--- config.mk ---
export PLATFORM = sky130hd
export DESIGN_NAME = square_renderer
export DESIGN_NICKNAME = d
export VERILOG_FILES = /design/src/rtl/square_renderer_pkg.sv /design/src/rtl/square_renderer_hit.sv /design/src/rtl/square_renderer.sv
export SDC_FILE = /design/constraint.sdc
export NUM_CORES = 2
export LEC_CHECK = 0
export CAP_MARGIN = 15
export CORE_MARGIN = 2
export CORE_UTILIZATION = 64
export DETAILED_ROUTE_END_ITERATION = 7
export PLACE_DENSITY = 0.78
export SLEW_MARGIN = 15
export SYNTH_ARGS = -nofsm -noshare
export SYNTH_HDL_FRONTEND = slang
export SYNTH_SLANG_ARGS = --single-unit
--- constraint.sdc ---
create_clock -name clk -period 4.1 [get_ports clk]
set_input_delay 0.82 -clock clk [delete_from_list [all_inputs] [get_ports clk]]
set_output_delay 0.82 -clock clk [all_outputs]
set_load 0.02 [all_outputs]
--- src/rtl/square_renderer_pkg.sv ---
// Shared attribute-record layout and defaults for the square renderer.
// Record is {en, colour, y_top, x_left}; x_left sits at bit 0.
package square_renderer_pkg;

    localparam int VGA_COORD_W = 10;
    localparam int DEF_RGB_W   = 12;
    localparam logic [11:0] DEF_BG_RGB = 12'hF00;

    localparam int X_LSB = 0;

    function automatic int y_lsb(input int coord_w);
        return coord_w;
    endfunction

    function automatic int rgb_lsb(input int coord_w);
        return 2 * coord_w;
    endfunction

    function automatic int en_bit(input int coord_w, input int rgb_w);
        return 2 * coord_w + rgb_w;
    endfunction

    function automatic int attr_w(input int coord_w, input int rgb_w);
        return 2 * coord_w + rgb_w + 1;
    endfunction

    localparam int ATTR_W = attr_w(VGA_COORD_W, DEF_RGB_W);

endpackage

--- src/rtl/square_renderer_hit.sv ---
// Per-slot bounds test: combinational, zero latency, no flow control.
// Right/bottom edges are formed one bit wider so squares near the limit clip instead of wrapping.
module square_hit
    import square_renderer_pkg::*;
#(
    parameter int COORD_W = VGA_COORD_W,
    parameter int SQ_SIZE = 10
) (
    input  logic               en,
    input  logic [COORD_W-1:0] x_left,
    input  logic [COORD_W-1:0] y_top,
    input  logic [COORD_W-1:0] x,
    input  logic [COORD_W-1:0] y,
    output logic               hit
);

    localparam logic [COORD_W:0] SPAN = (COORD_W+1)'(SQ_SIZE - 1);

    logic [COORD_W:0] x_right;
    logic [COORD_W:0] y_bottom;

    assign x_right  = {1'b0, x_left} + SPAN;
    assign y_bottom = {1'b0, y_top} + SPAN;

    assign hit = en
              && (x >= x_left) && ({1'b0, x} <= x_right)
              && (y >= y_top)  && ({1'b0, y} <= y_bottom);

endmodule

--- src/rtl/square_renderer.sv ---
// Renders NUM_SQUARES prioritised squares over a background; 3 clk from x/y/video_on to rgb.
// Writes always accepted except on frame_start when a commit is or would become pending.
module square_renderer
    import square_renderer_pkg::*;
#(
    parameter int NUM_SQUARES = 16,
    parameter int SQ_SIZE     = 10,
    parameter int COORD_W     = VGA_COORD_W,
    parameter int RGB_W       = DEF_RGB_W,
    parameter logic [RGB_W-1:0] BG_RGB = RGB_W'(DEF_BG_RGB),
    parameter int IDX_W       = $clog2(NUM_SQUARES)
) (
    input  logic                          clk,
    input  logic                          reset,
    input  logic                          video_on,
    input  logic [COORD_W-1:0]            x,
    input  logic [COORD_W-1:0]            y,
    input  logic                          frame_start,
    input  logic                          wr_valid,
    output logic                          wr_ready,
    input  logic [IDX_W-1:0]              wr_addr,
    input  logic [1+RGB_W+2*COORD_W-1:0]  wr_data,
    output logic [RGB_W-1:0]              rgb,
    output logic                          rgb_valid,
    output logic                          committed,
    output logic                          collision
);

    localparam int AW = attr_w(COORD_W, RGB_W);
    localparam int YL = y_lsb(COORD_W);
    localparam int CL = rgb_lsb(COORD_W);
    localparam int EB = en_bit(COORD_W, RGB_W);
    localparam logic [IDX_W:0] NUM_EXT = (IDX_W+1)'(NUM_SQUARES);

    logic [AW-1:0] shadow [NUM_SQUARES];
    logic [AW-1:0] active [NUM_SQUARES];
    logic          pending;
    logic          in_range;
    logic          wr_fire;
    logic          commit;

    assign in_range = {1'b0, wr_addr} < NUM_EXT;
    // Stall the write on a commit edge so shadow never changes while being copied.
    assign wr_ready = !(frame_start && (pending || (wr_valid && in_range)));
    assign wr_fire  = wr_valid && wr_ready && in_range;
    assign commit   = frame_start && pending;

    always_ff @(posedge clk or negedge reset) begin
        if (!reset) begin
            for (int i = 0; i < NUM_SQUARES; i++) begin
                shadow[i] <= '0;
                active[i] <= '0;
            end
            pending   <= 1'b0;
            committed <= 1'b0;
        end else begin
            committed <= commit;
            if (commit) begin
                for (int i = 0; i < NUM_SQUARES; i++) active[i] <= shadow[i];
                pending <= 1'b0;
            end
            if (wr_fire) begin
                shadow[wr_addr] <= wr_data;
                pending         <= 1'b1;
            end
        end
    end

    logic [COORD_W-1:0]     x1;
    logic [COORD_W-1:0]     y1;
    logic                   von1;
    logic [NUM_SQUARES-1:0] hit;
    logic [RGB_W-1:0]       win_col;
    logic                   multi;

    for (genvar g = 0; g < NUM_SQUARES; g++) begin : g_hit
        square_hit #(
            .COORD_W (COORD_W),
            .SQ_SIZE (SQ_SIZE)
        ) u_hit (
            .en     (active[g][EB]),
            .x_left (active[g][X_LSB +: COORD_W]),
            .y_top  (active[g][YL +: COORD_W]),
            .x      (x1),
            .y      (y1),
            .hit    (hit[g])
        );
    end

    always_comb begin
        win_col = '0;
        for (int i = NUM_SQUARES - 1; i >= 0; i--) begin
            if (hit[i]) win_col = active[i][CL +: RGB_W];
        end
    end

    // Clearing the lowest set bit leaves something only if two or more slots hit.
    assign multi = |(hit & (hit - NUM_SQUARES'(1)));

    logic [RGB_W-1:0] col2;
    logic             any2;
    logic             multi2;
    logic             von2;
    logic             flag;
    logic             set_now;

    assign set_now = von2 && multi2;

    always_ff @(posedge clk or negedge reset) begin
        if (!reset) begin
            x1        <= '0;
            y1        <= '0;
            von1      <= 1'b0;
            col2      <= '0;
            any2      <= 1'b0;
            multi2    <= 1'b0;
            von2      <= 1'b0;
            rgb       <= '0;
            rgb_valid <= 1'b0;
            flag      <= 1'b0;
            collision <= 1'b0;
        end else begin
            x1        <= x;
            y1        <= y;
            von1      <= video_on;
            col2      <= win_col;
            any2      <= |hit;
            multi2    <= multi;
            von2      <= von1;
            rgb_valid <= von2;
            rgb       <= !von2 ? '0 : (any2 ? col2 : BG_RGB);
            if (frame_start) begin
                collision <= flag;
                flag      <= set_now;
            end else if (set_now) begin
                flag <= 1'b1;
            end
        end
    end

endmodule

Word level (Yosys, flattened, before mapping):

Index checks and enable logic that the tools add are counted.

* output and inout bits: 16
* register bits: 1109
* bits of input ports: 62

* $add $sub $neg: 33
* bitwise operators: 2
* reductions and logical operators: 75
* muxes and demuxes: 25
* order comparisons: 66

Operators by type and width (number)
* 528-bit bitwise mux: 1
* 10-bit by 4-bit adder with 11-bit output, second input constant: 32
* 10-bit by 11-bit <= comparator with 1-bit output: 32
* 10-bit greater-or-equal comparator: 32
* 12-bit 2-to-1 mux: 18
* 33-bit demux with 4-bit select: 1
* 1-bit logical AND: 69
* 33-bit 2-to-1 mux: 1
* 16-bit OR reduction: 2
* 16-bit bitwise AND: 1
* 16-bit by 1-bit subtractor with 16-bit output, second input constant: 1
* 5-bit greater-or-equal comparator, second input constant: 1
* 5-bit by 1-bit less-than comparator with 1-bit output, second input constant: 1
* 4-bit inverter with 5-bit output: 1
* 1-bit 2-to-1 mux: 4
* 2-bit nonzero test: 2
* 1-bit zero test: 1
* 1-bit logical OR: 1

Logic depth before layout (Yosys ltp):

* word-level depth: 21
* depth in mapped cells: 18
* depth with buffers taken out: 16

Cells and area by module:

A second synthesis with hierarchy kept.

* cell total of the unflattened synthesis: 6205
* area total of the unflattened synthesis: 61809.3 µm²

Modules (own cells, without submodules)
* square_renderer: area an instance 42398.2 µm², instances 1, cells an instance 3734, sequential area each 27751.6 µm²
* square_hit at g_hit[0].u_hit ...: area an instance 1211.2 µm², instances 10, cells an instance 154, sequential area each 0.0 µm²
* square_hit at g_hit[1].u_hit ...: area an instance 1218.7 µm², instances 4, cells an instance 154, sequential area each 0.0 µm²
* square_hit at g_hit[8].u_hit: area an instance 1218.7 µm², instances 1, cells an instance 159, sequential area each 0.0 µm²
* square_hit at g_hit[4].u_hit: area an instance 1206.2 µm², instances 1, cells an instance 156, sequential area each 0.0 µm²

Least setup slack after synthesis:

No wires, ideal clock.

* path type: register to register
* start: register active[142] (netlist name)
* end: register col2[2]
* cell stages (with the launch flop): 17
* setup time: 0.122 ns
* data required time: 3.978 ns
* buffers on the path: 1
* clock period less this slack: 3.629 ns
* data arrival time: 3.507 ns
* setup slack: 0.471 ns
* path through: dfrtp_1 ha_1 a21oi_1 nor2_1 xnor2_1 ha_1 a211o_1 nor2_1 a211oi_1 o21a_1 a2111oi_2 and2_1 buf_2 or3b_2 a31o_2 a41oi_1 o21ai_1

* longest elaborated chain between the ends: 15

RTL lines
* start: declaration: RTL line square_renderer.sv:36 `logic [AW-1:0] active [NUM_SQUARES];`
* start signal: indexed assignment: RTL line square_renderer.sv:52 `active[i] <= '0;`
* 10-bit by 4-bit adder with 11-bit output or 10-bit greater-or-equal comparator (tied branches): RTL line square_renderer_hit.sv:23, square_renderer_hit.sv:27
* 10-bit by 11-bit <= comparator with 1-bit output or 1-bit logical AND (tied branches): RTL line square_renderer_hit.sv:27 `&& (y >= y_top) && ({1'b0, y} <= y_bottom);`
* 1-bit logical AND *: RTL line square_renderer_hit.sv:27
* 12-bit 2-to-1 mux * (12 in series): RTL line square_renderer.sv:93 `if (hit[i]) win_col = active[i][CL +: RGB_W];`
* via win_col[2]: RTL line square_renderer.sv:73 `logic [RGB_W-1:0] win_col;`
* end signal: assignment: RTL line square_renderer.sv:126 `col2 <= win_col;`
* end: declaration: RTL line square_renderer.sv:100 `logic [RGB_W-1:0] col2;`

The timed path passes the listed nets; every way through them passes the cells marked *.
A chain may end at the register's enable or synchronous reset.

Final worst setup path:

* start: register active[340] (netlist name)
* end: register col2[1]

* longest elaborated chain between the ends: 9

RTL lines (RTL line)
* 10-bit by 4-bit adder with 11-bit output or 10-bit greater-or-equal comparator (tied branches): square_renderer_hit.sv:23, square_renderer_hit.sv:27
* 10-bit by 11-bit <= comparator with 1-bit output or 1-bit logical AND (tied branches): square_renderer_hit.sv:27
* 1-bit logical AND *: square_renderer_hit.sv:27
* 12-bit 2-to-1 mux * (6 in series): square_renderer.sv:93
* via win_col[1]: square_renderer.sv:73

Marks and branches as above.

==> impl_metrics.env <==
export IMPL_status="finished clean"
export IMPL_slew_headroom_pct=9.82
export IMPL_cp_end_kind="register"
export IMPL_worst_path_largest_cell_delay_ns=0.56
export IMPL_synth_cells=5574
export IMPL_critical_path_endpoint="col2[1]"
export IMPL_detailed_place_hpwl_um=112000
export IMPL_grt_pass1_vias=46427
export IMPL_max_cap_violations=0
export IMPL_worst_slew_pin_transition_ns=1.35
export IMPL_dr_total_vias=45111
export IMPL_cts_tree="yes"
export IMPL_placed_area_mm2=0.0654
export IMPL_fp_dieH_um=314
export IMPL_met2_usage_pct=56.9
export IMPL_path_class="register to register"
export IMPL_grt_use_met1_pct=43.3
export IMPL_drt_total_wl_um=166000
export IMPL_first_iter_violations=3574
export IMPL_slew_violations=0
export IMPL_start_util_pct=64.7
export IMPL_fill_cells=6334
export IMPL_setup_viol=0
export IMPL_syn_area_mm2=0.0614
export IMPL_grt_max_degree=107
export IMPL_globalplace_congestion=0.938
export IMPL_final_layout_size_suffix_gt1_share_pct=23.3
export IMPL_min_period_over_period_pct=97.5
export IMPL_hold_violations=0
export IMPL_area_delta_synth_final_pct=14.0
export IMPL_nets=6547
export IMPL_synth_top_cell_area_share_pct=45.2
export IMPL_final_area_mm2=0.0700
export IMPL_yosys_top_cells_count="1,109 x dfrtp_1, 724 x mux2_2, 672 x ha_1"
export IMPL_clk_path_buf_depth=3
export IMPL_rr_endpoint="col2[1]"
export IMPL_synth_edff_count=0
export IMPL_reg2reg_from="active[340]"
export IMPL_htree_levels=3
export IMPL_drc=0
export IMPL_period_needed_ns=4.00
export IMPL_io_buffers=77
export IMPL_synth_nets=6308
export IMPL_viasPerCell=6.29
export IMPL_cp_cell_sequence="ha_1 > a21oi_4 > nor2_1 > nand4_1 > xnor2_1 > ha_1 > a21o_1 > a21oi_1 > o21a_1 > nor3_1 > a2111oi_2 > buf_4 > a21oi_2 > buf_12 > a221oi_2 > a41oi_2 > a41oi_2 > o21ai_1"
export IMPL_fin_skew_ns=0.0471
export IMPL_rows=113
export IMPL_yosys_warnings=0
export IMPL_crit_path_start_kind="register"
export IMPL_cp_data_arrival_time_ns=4.62
export IMPL_wire_per_inst_um=23.2
export IMPL_die_w_um=314
export IMPL_ir_worst_vdd_uv=432
export IMPL_grt_pass1_wl_um=259000
export IMPL_ff2ff_setup_slack_ns=0.10
export IMPL_clock_sinks=1109
export IMPL_reg2reg_depth=18
export IMPL_synth_ff_type="dfrtp_1"
export IMPL_seq_area_frac_synth_pct=45.2
export IMPL_grt_overflow=0
export IMPL_synth_top_cells_by_area="dfrtp_1 45%, ha_1 14%, mux2_2 13%, xnor2_1 3.7%, o21ai_0 3.6%"
export IMPL_die_area_mm2=0.0985
export IMPL_power_density_mw_per_mm2=470
export IMPL_firstDrtPassIters=7
export IMPL_required_ns=4.72
export IMPL_globalRoute_busiestLayer="met2"
export IMPL_critPathLaunch="active[340]"
export IMPL_grt_antenna_before_repair=7
export IMPL_max_freq_mhz=250
export IMPL_worstSkewPairLatency_ns=0.74
export IMPL_use_met3_pct=4.30
export IMPL_yosysMostFrequentCell="dfrtp_1"
export IMPL_fin_hold_ws_ns=0.172
export IMPL_cts_buffers=115
export IMPL_async_flop_share_pct=100
export IMPL_cts_root_buffer="clkbuf_16"
export IMPL_ioPinCount=78
export IMPL_drtAntennaViolNets=0
export IMPL_clk_pin_slew_ns=0.07
export IMPL_yosys_area_top_type="dfrtp_1"
export IMPL_grt_usage_pct=33.7
export IMPL_worstPathMaxFanout=12
export IMPL_coreArea_mm2=0.0950
export IMPL_p_leak_uw=0.0313
export IMPL_post_synth_cell_area_avg_um2=11.0
export IMPL_ys_seq_elements=1109
export IMPL_hp_class="input pin to asynchronous set/reset pin"
export IMPL_cp_slowest_cell="a2111oi_2"
export IMPL_yosysUniqueCellTypes=93
sequential cells by signal (all words and copies together) (netlist names), 10 cells and up:
name,count
shadow,528
rgb,12
col2,12
y1,10
x1,10
active,528
stage by stage:
step	std cells	TNS [ns]	total power [uW]	utilization, %	setup slack (ns)
floorplan	5574	0	18900	-	0.471
global placement	6953	-2.11	21100	68.9	-0.213
detailed placement	6953	-2.70	21500	68.9	-0.263
CTS	7167	0	32800	73.2	0.0169
global route	7175	-0.226	34500	73.7	-0.0466
finish	7176	0	32900	73.7	0.101
kinds of logic (layout without fill, tap and decap cells):
group | count (synthesis) | after routing | synth area share [%]
flip-flops | 1109 | 1109 | 45.2
adder cells (fa/ha/maj) | 675 | 675 | 13.7
multiplexers | 724 | 724 | 13.3
AO/OA/AOI/OAI | 1087 | 1087 | 11.4
AND/OR/NAND/NOR | 1105 | 1106 | 8.71
XOR/XNOR | 256 | 256 | 3.65
buffers and inverters | 618 | 953 | 4.03
other | 0 | 1 | 0
per-layer routing:
layer	wire (um)	share of wire, %	vias up
li1	-	-	20427
met1	67200	40	22720
met2	80900	49	1495
met3	8990	5.4	469
met4	9000	5.4	0
met5	0	0	-
critical path: cells and delay by family (launching register included):
| kind | cells | cell delay (ns) |
|---|---|---|
| compound gates | 10 | 2.18 |
| simple gates | 3 | 0.24 |
| flops | 1 | 0.40 |
| buf+inv | 2 | 0.39 |
| fa+ha+maj | 2 | 0.55 |
| xor+xnor | 1 | 0.14 |
repair_timing:
item                                    CTS  global route
hold buffers                              0             0
resized for setup                         6            92
pin swaps                                 2            26
gates cloned                              0             1
endpoints found under the setup margin   13            14
buffers inserted                          0             7
report_power, final:
group / switching [uW] / internal (uW) / leakage (uW) / total [uW]
logic: 3760 / 3490 / 0.0149 / 7250
clock network: 4640 / 6620 / 0.00199 / 11300
registers: 1390 / 13000 / 0.0144 / 14400
total: 9800 / 23100 / 0.0313 / 32900
cell usage in the layout (no fill, tap or decap), types with 17 or more instances in the layout:
cell / synthesis / routed
a211oi_1: 41 / 37
a21boi_0: 18 / 18
a21o_1: 60 / 60
a21oi_1: 134 / 121
a311o_1: 22 / 22
a31oi_1: 28 / 28
buf_12: 0 / 45
buf_4: 1 / 220
bufinv_16: 0 / 17
clkbuf_1: 169 / 29
clkbuf_16: 0 / 115
clkbuf_8: 8 / 18
clkdlybuf4s50_1: 0 / 74
clkinv_2: 0 / 21
dfrtp_1: 1109 / 1091
dfrtp_2: 0 / 18
ha_1: 672 / 671
inv_1: 390 / 388
mux2_2: 724 / 724
nand2_1: 497 / 488
nand2b_1: 17 / 17
nand3_1: 97 / 97
nand4_1: 94 / 94
nor2_1: 120 / 118
nor2b_1: 30 / 27
nor3_1: 100 / 74
nor3_2: 1 / 24
nor4_1: 31 / 28
o2111ai_1: 26 / 26
o211ai_1: 41 / 41
o21a_1: 73 / 71
o21ai_0: 438 / 430
o21ai_1: 18 / 25
or2b_2: 26 / 26
xnor2_1: 256 / 256
layout make-up:
type	count	area (um2)	area share, %
multi-input cells	3848	31800	45.3
flip-flops and latches	1109	27800	39.7
repair buffers	344	3340	4.77
clock buffers	162	3230	4.62
well taps	1265	1580	2.26
inverters	395	1490	2.12
clock inverters	52	861	1.23
diodes	1	2.50	0.00357
worst min path at each step:
| stage | endpoint | slack, ns | cells after the start |
|---|---|---|---|
| final | shadow[336] | 0.17 | 1 |
| after global routing | shadow[336] | 0.20 | 1 |
| after CTS | shadow[336] | 0.17 | 1 |
| after detailed placement | von2 | 0.34 | 0 |
| after global placement | von2 | 0.33 | 0 |
| after floorplan | von2 | 0.33 | 0 |
Power figures use the tool's default switching activity.
